$ cat config.mk
export PLATFORM = sky130hd
export DESIGN_NAME = multi_channel_edge_sampler
export DESIGN_NICKNAME = d
export VERILOG_FILES = /design/src/rtl/multi_channel_edge_sampler.sv
export SDC_FILE = /design/constraint.sdc
export NUM_CORES = 1
export LEC_CHECK = 0
export CAP_MARGIN = 40
export CORE_ASPECT_RATIO = 0.9
export CORE_MARGIN = 1.5
export CORE_UTILIZATION = 55
export CTS_CLUSTER_DIAMETER = 200
export CTS_CLUSTER_SIZE = 20
export DETAILED_ROUTE_END_ITERATION = 10
export DONT_BUFFER_PORTS = 1
export PLACE_DENSITY = 0.67
export SLEW_MARGIN = 20
export SYNTH_ARGS = -nofsm -noshare
export SYNTH_HDL_FRONTEND = slang
export SYNTH_SLANG_ARGS = --single-unit
$ cat constraint.sdc
create_clock -name clk -period 2.8 [get_ports clk]
set_input_delay 0 -clock clk [delete_from_list [all_inputs] [get_ports clk]]
set_output_delay 0 -clock clk [all_outputs]
set_load 0.01 [all_outputs]
$ cat src/rtl/multi_channel_edge_sampler.sv
// multi_channel_edge_sampler
// Watches CHANNELS comparator inputs. On each qualified edge it captures the
// free-running counter value and the edge polarity into a per-channel pending
// slot. Each cycle, one pending slot (lowest channel index first) moves into
// a show-ahead output FIFO.
// Optional feature: define SAMPLER_DROP_COUNT_EN to add an 8-bit saturating
// drop_count output that counts dropped edges.
module multi_channel_edge_sampler #(
  parameter int WIDTH    = 8,
  parameter int CHANNELS = 4,
  parameter int DEPTH    = 8
) (
  input  logic                        clk,
  input  logic                        rst_n,
  input  logic [CHANNELS-1:0]         comp,
  input  logic [WIDTH-1:0]            counter,
  input  logic                        arm,
  input  logic [1:0]                  edge_mode,
  input  logic                        flush,
  output logic                        out_valid,
  input  logic                        out_ready,
  output logic [$clog2(CHANNELS)-1:0] out_chan,
  output logic [WIDTH-1:0]            out_count,
  output logic                        out_rise,
  output logic                        overflow
`ifdef SAMPLER_DROP_COUNT_EN
  ,
  output logic [7:0]                  drop_count
`endif
);

  localparam int CW = $clog2(CHANNELS);
  localparam int AW = $clog2(DEPTH);
  localparam int EW = CW + WIDTH + 1;

  typedef enum logic [1:0] {
    MODE_RISE = 2'b00,
    MODE_FALL = 2'b01,
    MODE_BOTH = 2'b10,
    MODE_NONE = 2'b11
  } edge_mode_e;

  edge_mode_e          mode;
  logic [CHANNELS-1:0] comp_d;
  logic [CHANNELS-1:0] rise_ev;
  logic [CHANNELS-1:0] fall_ev;
  logic [CHANNELS-1:0] qual;
  logic [CHANNELS-1:0] xfer;
  logic [CHANNELS-1:0] drop;

  logic [CHANNELS-1:0] pend_valid;
  logic [CHANNELS-1:0] pend_rise;
  logic [WIDTH-1:0]    pend_count [CHANNELS];

  logic                sel_found;
  logic [CW-1:0]       sel_idx;

  logic [AW:0]         wr_ptr;
  logic [AW:0]         rd_ptr;
  logic                full;
  logic                empty;
  logic                push;
  logic                pop;
  logic [EW-1:0]       mem [DEPTH];
  logic [EW-1:0]       head;

  assign mode = edge_mode_e'(edge_mode);

  // Delayed copy of the comparator inputs; runs even while disarmed so that
  // arming later never sees a stale level as an edge.
  always_ff @(posedge clk or negedge rst_n) begin
    // NOTE: sequential state uses non-blocking (<=) so every register samples
    // pre-edge values; blocking here would create order-dependent races.
    if (!rst_n) comp_d <= '0;
    else        comp_d <= comp;
  end

  // Edge detection qualified by arm and the selected edge polarity.
  always_comb begin
    // NOTE: every combinational output gets a default before any branch,
    // otherwise an unassigned path infers a latch.
    rise_ev = comp & ~comp_d;
    fall_ev = ~comp & comp_d;
    qual    = '0;
    if (arm) begin
      case (mode)
        MODE_RISE: qual = rise_ev;
        MODE_FALL: qual = fall_ev;
        MODE_BOTH: qual = rise_ev | fall_ev;
        default:   qual = '0;
      endcase
    end
  end

  // Lowest-index pending channel wins the single FIFO write port.
  always_comb begin
    sel_found = 1'b0;
    sel_idx   = '0;
    for (int i = CHANNELS - 1; i >= 0; i--) begin
      if (pend_valid[i]) begin
        sel_found = 1'b1;
        sel_idx   = CW'(i);
      end
    end
  end

  assign empty = (wr_ptr == rd_ptr);
  assign full  = (wr_ptr[AW] != rd_ptr[AW]) && (wr_ptr[AW-1:0] == rd_ptr[AW-1:0]);
  assign pop   = out_valid & out_ready & ~flush;
  // A full FIFO still accepts a write when the head leaves in the same cycle.
  assign push  = sel_found & (~full | pop) & ~flush;

  // Per-channel transfer strobe and edge-drop detection.
  always_comb begin
    xfer = '0;
    drop = '0;
    for (int i = 0; i < CHANNELS; i++) begin
      xfer[i] = push && (sel_idx == CW'(i));
      drop[i] = qual[i] && pend_valid[i] && !xfer[i] && !flush;
    end
  end

  // Pending slots: a qualified edge loads the slot if it is free or leaving
  // this cycle; otherwise the older capture is kept and the new edge is lost.
  always_ff @(posedge clk or negedge rst_n) begin
    if (!rst_n) begin
      pend_valid <= '0;
      pend_rise  <= '0;
      for (int i = 0; i < CHANNELS; i++) pend_count[i] <= '0;
    end else if (flush) begin
      pend_valid <= '0;
    end else begin
      for (int i = 0; i < CHANNELS; i++) begin
        if (qual[i] && (!pend_valid[i] || xfer[i])) begin
          pend_valid[i] <= 1'b1;
          pend_count[i] <= counter;
          pend_rise[i]  <= rise_ev[i];
        end else if (xfer[i]) begin
          pend_valid[i] <= 1'b0;
        end
      end
    end
  end

  // FIFO pointers carry an extra wrap bit to tell full from empty.
  always_ff @(posedge clk or negedge rst_n) begin
    if (!rst_n) begin
      wr_ptr <= '0;
      rd_ptr <= '0;
    end else if (flush) begin
      wr_ptr <= '0;
      rd_ptr <= '0;
    end else begin
      if (push) wr_ptr <= wr_ptr + 1'b1;
      if (pop)  rd_ptr <= rd_ptr + 1'b1;
    end
  end

  // FIFO storage written with {channel, captured count, polarity}.
  always_ff @(posedge clk) begin
    // NOTE: storage is deliberately not reset; the pointers define which
    // entries are live and the outputs are masked while the FIFO is empty.
    if (push) mem[wr_ptr[AW-1:0]] <= {sel_idx, pend_count[sel_idx], pend_rise[sel_idx]};
  end

  // Sticky overflow: any dropped edge sets it until flush or reset.
  always_ff @(posedge clk or negedge rst_n) begin
    if (!rst_n)     overflow <= 1'b0;
    else if (flush) overflow <= 1'b0;
    else if (|drop) overflow <= 1'b1;
  end

`ifdef SAMPLER_DROP_COUNT_EN
  logic [8:0] drop_num;
  logic [8:0] drop_sum;

  // Number of edges dropped this cycle added onto the running total.
  always_comb begin
    drop_num = '0;
    for (int i = 0; i < CHANNELS; i++) begin
      if (drop[i]) drop_num = drop_num + 9'd1;
    end
    drop_sum = {1'b0, drop_count} + drop_num;
  end

  // Saturating drop counter.
  always_ff @(posedge clk or negedge rst_n) begin
    if (!rst_n)           drop_count <= '0;
    else if (flush)       drop_count <= '0;
    else if (drop_sum[8]) drop_count <= 8'hFF;
    else                  drop_count <= drop_sum[7:0];
  end
`endif

  // Show-ahead head; fields read as zero while nothing is queued.
  assign head      = mem[rd_ptr[AW-1:0]];
  assign out_valid = ~empty;
  assign out_chan  = out_valid ? head[EW-1 -: CW] : '0;
  assign out_count = out_valid ? head[WIDTH:1]    : '0;
  assign out_rise  = out_valid & head[0];

endmodule
==> results of run 1 <==
## layout make-up
type	instances	share of cell area
flip-flops and latches	141	0.538
well taps	152	0.0258
inverters	15	0.00763
multi-input cells	240	0.291
clock buffers	27	0.0726
repair buffers	45	0.0548
clock inverters	5	0.0103
## worst max path at each step
stage                   from            end  slack, ns  depth (start not counted)
2_1_floorplan      rd_ptr[0]      mem[0][0]       0.34                          6
3_3_place_gp       wr_ptr[0]      mem[4][4]       0.35                          6
3_5_place_dp   pend_valid[3]      mem[7][5]       0.51                          7
4_1_cts            comp_d[3]  pend_valid[3]       0.29                          8
5_1_grt            comp_d[3]  pend_valid[3]       0.13                          8
6_report           comp_d[3]  pend_valid[3]       0.24                          8
## state kept, by name, summed over array words and instances (netlist names)
signal,cells
comp_d,4
mem,88
overflow,1
pend_count,32
pend_rise,4
pend_valid,4
rd_ptr,4
wr_ptr,4
## what timing repair did
item,4_1_cts,5_1_grt
buffers inserted,0,0
endpoints found under the hold margin,117,0
hold buffers,22,0
## layer usage
metal | track usage | vias to the layer above | share of wire
met2 | 0.347 | 94 | 0.48
met3 | 0.0728 | 6 | 0.061
met4 | 0.0645 | 0 | 0.0070
met1 | 0.319 | 1817 | 0.45
met5 | 0 | - | 0
li1 | - | 1640 | -
## synth_stat cells (4+ instances only)
master,number
mux2i_1,23
mux2_1,10
ha_1,10
nand2_1,11
nor2_1,48
a31oi_1,9
o21ai_1,8
a21oi_1,15
mux2_4,9
mux4_2,22
o21ai_0,11
inv_1,15
dfrtp_1,53
edfxtp_1,88
buf_2,9
clkbuf_1,10
xor2_1,4
mux2_2,17
## worst max-delay path, stage by stage (launching register included)
cell           delay (ns)
dfrtp_1              0.39
inv_1                0.06
ha_1                 0.20
nor2_1               0.05
a211o_1              0.28
a21bo_2              0.22
dlygate4sd3_1        0.56
a21oi_1              0.16
dlygate4sd3_1        0.58
## cells by family after synthesis
family,Yosys count,synth area share
buf+inv,39,0.0293
fa+ha+maj,10,0.0199
simple gates,83,0.0613
compound gates,56,0.0555
flops,141,0.631
mux,81,0.185
xor+xnor,10,0.0175
## metrics by stage
step | std cells | utilization
4_1_cts | 623 | 0.670
3_3_place_gp | 564 | 0.590
3_5_place_dp | 569 | 0.593
5_1_grt | 625 | 0.671
2_1_floorplan | 420 | -
6_report | 625 | 0.671
## where the power goes
group | switching [uW] | total, uW | internal, uW | leakage, uW
clock network | 786 | 2270 | 1490 | 0.000302
registers | 101 | 2600 | 2500 | 0.00146
logic | 574 | 1060 | 487 | 0.00106
==> flow_metrics.tcl, run 1 <==
set metrics [dict create \
    firstDrtPassIters 6 \
    reg2reg_depth 8 \
    worst_slew_pin_slew_ns 0.656 \
    root_buffer "clkbuf_16" \
    fin_nets 489 \
    hold_class "in2reg" \
    drc 0 \
    ys_async_sr_fraction 0.376 \
    powerDensity_mw_per_mm2 805 \
    clock_sinks 141 \
    antenna_found_initial 0 \
    worstSetupPathType "reg2reg" \
    synth-seq-area-share 0.631 \
    drt_iter0_drc 222 \
    end_kind "flip-flop" \
    gp_congestion 0.780 \
    grt_max_degree 54 \
    netlist_instances 420 \
    finalMaxSlewViolations 0 \
    crit_path_max_fanout 2 \
    layout_common_cells "edfxtp_1 (88), dfrtp_1 (53), nor2_1 (48)" \
    startpoint_type "flip-flop" \
    synth_edf_count 88 \
    cts_resized 0 \
    finalPower_uw 5940 \
    postRouteWirelength_um 12200 \
    timing.final.ws_setup_ns 0.240 \
    ir_drop_mv 0.556 \
    cp.required_ns 3.14 \
    max_freq_ghz 0.391 \
    synth_warnings 0 \
    dieHeight_um 104 \
    via_per_inst 5.69 \
    reg2reg_slack_ns 0.24 \
    yosys.area.top_type "edfxtp_1" \
    worstHoldPathCells 3 \
    area_delta_synth_final_pct 17.3 \
    finalHoldViolations 0 \
    numCtsBuffers 17 \
    seq_area_mm2 0.00397 \
    clk_pin_slew_ns 0.05 \
    status "completed" \
    core-area_mm2 0.0110 \
    dp_hpwl_um 7880 \
    tns_ns 0 \
    row_count 36 \
    mostFrequentLayoutCell "edfxtp_1" \
    rr_endpoint "pend_valid[3]" \
    htreeDepth 4 \
    drtAntennaViolNets 0 \
    setup_violations 0 \
    pre_cts_ws_ns 0.514 \
    synth.distinct_cells 49 \
    hold-worst-slack_ns 0.0394 \
    grt.overflow.total 0 \
    fill_cells 781 \
    maxSlewHeadroom 0.563 \
    portBuffers 0 \
    synthFlopType "edfxtp_1" \
    syn_avg_cell_area_um2 15.0 \
    start_util 0.572 \
    syn-cell-area_mm2 0.00629 \
    die_area_mm2 0.0121 \
    worstReg2RegStart "comp_d[3]" \
    worstHoldEndpoint "overflow" \
    synth_area_leaders "edfxtp_1 (42%), dfrtp_1 (21%), mux4_2 (7.9%)" \
    syn_nets 449 \
    grtUsageTotal 0.228 \
    cts_buffer_depth 2 \
    multi_input_area_mm2 0.00214 \
    cts_tree "built" \
    finalClockSkew_ns 0.0105 \
    insertion_delay_ns 0.41 \
    layout-drive-gt1-share 0.237 \
    rsz0062_at_grt "false" \
    io_pins 32 \
    leakage_uw 0.00281 \
    wire_per_inst_um 19.6 \
    die_w_um 116 \
    yosysTopAreaCellShare 0.420 \
    ys_seq_elements 141 \
    drv_cap 0 \
    fin_area_mm2 0.00738 \
    fin_crit_ns 2.56 \
    antennaDiodeCount 0 \
    vias 3557 \
    grt_pass1_vias 3742 \
    dpl_cell_area_mm2 0.00652 \
    period_share 0.914 \
    hold_path.startpoint "edge_mode[0]" \
    arrival_ns 2.90 \
    grt_pass1_wl_um 20200 \
]
(Power assumes the default switching activity.)
==> run 2: changes to the inputs <==
--- a/config.mk
+++ b/config.mk
@@ -13,7 +13,7 @@
 export CTS_CLUSTER_SIZE = 20
 export DETAILED_ROUTE_END_ITERATION = 10
 export DONT_BUFFER_PORTS = 1
-export PLACE_DENSITY = 0.67
+export PLACE_DENSITY = 0.7
 export SLEW_MARGIN = 20
 export SYNTH_ARGS = -nofsm -noshare
 export SYNTH_HDL_FRONTEND = slang
==> constraint.sdc (replaced) <==
create_clock -name clk -period 2.1 [get_ports clk]
set_input_delay 0 -clock clk [delete_from_list [all_inputs] [get_ports clk]]
set_output_delay 0 -clock clk [all_outputs]
set_load 0.01 [all_outputs]
==> run 2 against run 1 <==
Critical path depth down 3. Non-clock buffer count up 12. Routed wire length up 2.2%. Largest cell class unchanged. Largest power group unchanged.
==> flow_metrics.tcl, run 2 (synthesis gave the netlist of run 1 again) <==
set metrics [dict create \
    status "completed" \
    worstHoldEndpoint "pend_valid[0]" \
    drt_iter0_drc 206 \
    end_kind "flip-flop" \
    clock_sinks 141 \
    grt_pass1_vias 3716 \
    worstSetupPathType "reg2reg" \
    finalHoldViolations 0 \
    max_freq_ghz 0.490 \
    arrival_ns 2.34 \
    dp_hpwl_um 7940 \
    leakage_uw 0.00288 \
    root_buffer "clkbuf_16" \
    row_count 36 \
    drtAntennaViolNets 0 \
    fin_nets 501 \
    powerDensity_mw_per_mm2 1070 \
    finalClockSkew_ns 0.00461 \
    antenna_found_initial 0 \
    setup_violations 0 \
    ir_drop_mv 0.970 \
    numCtsBuffers 17 \
    largest_reg_flops 88 \
    grt_pass1_wl_um 20200 \
    fin_crit_ns 2.04 \
    portBuffers 0 \
    grtUsageTotal 0.228 \
    start_util 0.572 \
    hold_path.startpoint "edge_mode[0]" \
    dieHeight_um 104 \
    htreeDepth 4 \
    worst_slew_pin_slew_ns 0.581 \
    io_pins 32 \
    rr_endpoint "pend_count[12]" \
    reg2reg_slack_ns 0.06 \
    place_inst 585 \
    vias 3518 \
    reg2reg_depth 5 \
    tns_ns 0 \
    layout_common_cells "edfxtp_1 (88), dfrtp_1 (52), nor2_1 (46)" \
    worstReg2RegStart "pend_valid[0]" \
    wire_per_inst_um 19.6 \
    cts_buffer_depth 2 \
    cts_tree "built" \
    cp.required_ns 2.40 \
    finalMaxSlewViolations 0 \
    firstDrtPassIters 4 \
    startpoint_type "flip-flop" \
    dpl_cell_area_mm2 0.00668 \
    drc 0 \
    drv_cap 0 \
    core-area_mm2 0.0110 \
    die_w_um 116 \
    maxSlewHeadroom 0.611 \
    rsz0062_at_grt "false" \
    clk_pin_slew_ns 0.06 \
    crit_path_max_fanout 9 \
    via_per_inst 5.52 \
    hold_class "in2reg" \
    insertion_delay_ns 0.41 \
    postRouteWirelength_um 12500 \
    mostFrequentLayoutCell "edfxtp_1" \
    fill_cells 776 \
    period_share 0.971 \
    antennaDiodeCount 0 \
    fin_cells 637 \
    area_delta_synth_final_pct 20.5 \
    grt_max_degree 54 \
    grt.overflow.total 0 \
    fin_area_mm2 0.00757 \
    layout-drive-gt1-share 0.285 \
    worstHoldPathCells 4 \
    gp_congestion 0.801 \
    die_area_mm2 0.0121 \
]
-- run 2: cell count changes in the layout (fill, tap and decap cells not counted), moves of 3 or more --
cell / before / now
buf_4: 18 / 33
o21ai_0: 11 / 6
buf_12: 0 / 4
buf_2: 4 / 0
o21ai_2: 0 / 4
bufinv_16: 2 / 5
clkbuf_1: 5 / 2
clkbuf_8: 3 / 0
clkinvlp_4: 0 / 3
-- run 2: metrics by stage --
stage               total power [uW]  hold WS [ns]  setup slack [ns]  utilization
floorplan                       4540        -0.296           -0.0977            -
global placement                4850        -0.295             0.105        0.608
detailed placement              4900        -0.295            0.0129        0.608
CTS                             8150       0.00848            0.0156        0.686
global route                    8470        0.0239           0.00631        0.689
finish                          8140       0.00101            0.0606        0.689
-- run 2: worst max path at each step --
stage	startpoint	end	slack, ns
detailed placement	pend_valid[3]	mem[5][0]	0.01
floorplan	rd_ptr[0]	mem[1][0]	-0.1
global placement	comp_d[3]	pend_count[4]	0.10
CTS	rd_ptr[0]	out_count[5]	0.02
global route	wr_ptr[2]	mem[2][6]	0.006
finish	pend_valid[0]	pend_count[12]	0.06
-- run 2: timing repair --
action | in CTS | in global routing
hold buffers | 20 | 0
setup endpoints to repair | 19 | 92
endpoints found under the hold margin | 117 | 0
gates resized for setup | 2 | 16
setup buffers | 0 | 0
-- run 2: cell type report --
type	instances	area (um2)	share of cell area
clock inverter	13	196	0.0259
multi-input combinational	240	2180	0.288
sequential	141	3970	0.524
tap	152	190	0.0251
inverter	15	56.3	0.00743
timing repair buffer	57	546	0.0720
clock buffer	19	433	0.0572
-- run 2: layer usage --
layer / track usage / part of all wire
met1: 0.309 / 0.45
met5: 0 / 0
met2: 0.363 / 0.51
met4: 0.0793 / 0.012
met3: 0.0519 / 0.030
-- run 2: report_power, final --
| group | total (uW) | switching (uW) | internal (uW) |
|---|---|---|---|
| clock network | 3180 | 1090 | 2090 |
| logic | 1480 | 788 | 693 |
| registers | 3480 | 143 | 3340 |
| total | 8140 | 2020 | 6120 |
-- run 2: critical path, cell delays in order (launching register included) --
cell	delay (ns)
dfrtp_1	0.41
or2_0	0.36
buf_4	0.20
a21o_1	0.20
a21oi_4	0.36
mux2_2	0.39
==> run 3: changes to the inputs <==
--- a/config.mk
+++ b/config.mk
@@ -6,15 +6,16 @@
 export NUM_CORES = 1
 export LEC_CHECK = 0
 export CAP_MARGIN = 40
+export CELL_PAD_IN_SITES_DETAIL_PLACEMENT = 2
+export CELL_PAD_IN_SITES_GLOBAL_PLACEMENT = 2
 export CORE_ASPECT_RATIO = 0.9
 export CORE_MARGIN = 1.5
-export CORE_UTILIZATION = 55
-export CTS_CLUSTER_DIAMETER = 200
+export CORE_UTILIZATION = 42
+export CTS_CLUSTER_DIAMETER = 30
 export CTS_CLUSTER_SIZE = 20
 export DETAILED_ROUTE_END_ITERATION = 10
 export DONT_BUFFER_PORTS = 1
-export PLACE_DENSITY = 0.7
-export SLEW_MARGIN = 20
+export PLACE_DENSITY = 0.72
 export SYNTH_ARGS = -nofsm -noshare
 export SYNTH_HDL_FRONTEND = slang
 export SYNTH_SLANG_ARGS = --single-unit
==> run 3 against run 2 <==
Clock power fell by 5%. Clock skew rose by 0.0057 ns. Via count rose by 7.2%. Final area grew 2.6%. Fmax is 0.67% lower. Combinational power rose by 13%. Critical path depth is 1 lower. Sequential power is essentially flat. Critical endpoint is now out_count[5].
==> flow_metrics.tcl, run 3 (synthesis gave the netlist of run 1 again) <==
set metrics [dict create \
    clock_sinks 141 \
    via_per_inst 5.47 \
    max_freq_ghz 0.487 \
    cp.required_ns 2.10 \
    multi_input_area_mm2 0.00225 \
    period_share 0.978 \
    drv_cap 0 \
    leakage_uw 0.00290 \
    htreeDepth 4 \
    insertion_delay_ns 0.43 \
    start_util 0.429 \
    largest_reg_flops 88 \
    firstDrtPassIters 4 \
    status "completed" \
    finalHoldViolations 0 \
    die_w_um 132 \
    dp_hpwl_um 10700 \
    fin_crit_ns 2.05 \
    core-area_mm2 0.0147 \
    grt.overflow.total 0 \
    fin_area_mm2 0.00777 \
    root_buffer "clkbuf_16" \
    drtAntennaViolNets 0 \
    layout_common_cells "edfxtp_1 (88), dfrtp_1 (51), nor2_1 (45)" \
    seq_area_mm2 0.00397 \
    maxSlewHeadroom 0.548 \
    cts_buffer_depth 2 \
    arrival_ns 2.05 \
    antennaDiodeCount 0 \
    drc 0 \
    gp_congestion 0.718 \
    finalMaxSlewViolations 0 \
    fill_cells 1310 \
    grt_max_degree 54 \
    grtUsageTotal 0.227 \
    utilization 0.530 \
    rsz0062_at_grt "true" \
    vias 3773 \
    die_area_mm2 0.0157 \
    setup_violations 0 \
    powerDensity_mw_per_mm2 1050 \
    startpoint_type "flip-flop" \
    cts_tree "built" \
    finalClockSkew_ns 0.0103 \
    portBuffers 0 \
    worst_slew_pin_slew_ns 0.675 \
    numCtsBuffers 17 \
    ir_drop_mv 0.636 \
    postRouteWirelength_um 16700 \
    mostFrequentLayoutCell "edfxtp_1" \
    clk_pin_slew_ns 0.06 \
    grt_pass1_vias 4234 \
    worstSetupPathType "reg2out" \
    drt_iter0_drc 185 \
    hold_class "in2reg" \
    antenna_found_initial 0 \
    dpl_cell_area_mm2 0.00678 \
    row_count 42 \
    io_pins 32 \
    wire_per_inst_um 24.2 \
    crit_path_max_fanout 13 \
    area_delta_synth_final_pct 23.6 \
    dieHeight_um 119 \
    layout-drive-gt1-share 0.313 \
    end_kind "primary output" \
    fin_nets 508 \
    grt_pass1_wl_um 25700 \
]
## run 3: final cells by class
| type | count | share of cell area |
|---|---|---|
| sequential | 141 | 0.511 |
| inverter | 15 | 0.00724 |
| tap | 198 | 0.0319 |
| timing repair buffer | 64 | 0.0850 |
| multi-input combinational | 240 | 0.290 |
| clock buffer | 19 | 0.0557 |
| clock inverter | 13 | 0.0192 |
## run 3: path summary, 6_finish.rpt
| path | to | start | cells past startpoint | slack, ns |
|---|---|---|---|---|
| max in group asynchronous | pend_rise[2] | rst_n | 2 | 1.77 |
| hold reg to reg | pend_count[20] | pend_count[20] | 1 | 0.49 |
| setup / recovery | out_count[5] | rd_ptr[0] | 4 | 0.05 |
| setup reg to reg | pend_count[10] | wr_ptr[2] | 7 | 0.06 |
| hold / removal | pend_valid[0] | edge_mode[1] | 4 | 0.01 |
| min in group asynchronous | comp_d[3] | rst_n | 2 | 0.08 |
## run 3: critical path, cell delays in order (launching register included)
cell and delay [ns]:
dfrtp_2 0.48, buf_12 0.21, mux4_2 0.51, mux2i_1 0.28
nor2_1 0.13
## run 3: where the power goes
| part | internal, uW | switching [uW] |
|---|---|---|
| clock | 1850 | 1160 |
| sequential | 3340 | 178 |
| combinational | 771 | 897 |
## run 3: timing repair
action | in CTS | in global routing
gates resized for setup | 14 | 22
endpoints found under the hold margin | 117 | 9
pin swaps | 0 | 4
cloned | 0 | 1
setup endpoints to repair | 81 | 160
hold buffers | 21 | 1
setup buffers | 0 | 2
## run 3: per-stage QoR
step | hold slack, ns | setup TNS, ns | power [uW] | cells | setup WS, ns
2_1_floorplan | -0.296 | -3.08 | 4540 | 420 | -0.0977
3_3_place_gp | -0.294 | 0 | 4880 | 633 | 0.0845
5_1_grt | 0.0223 | -0.396 | 8540 | 690 | -0.0280
3_5_place_dp | -0.294 | -3.70 | 5000 | 633 | -0.262
4_1_cts | 0.00108 | 0 | 8160 | 686 | 0.00279
6_report | 0.0102 | 0 | 8190 | 690 | 0.0468
## run 3: layer usage
layer	routed length (um)	track usage	up-vias
met3	584	0.0541	19
met1	6850	0.273	1996
li1	-	-	1686
met4	258	0.0660	0
met2	9030	0.405	72
met5	0	0	-
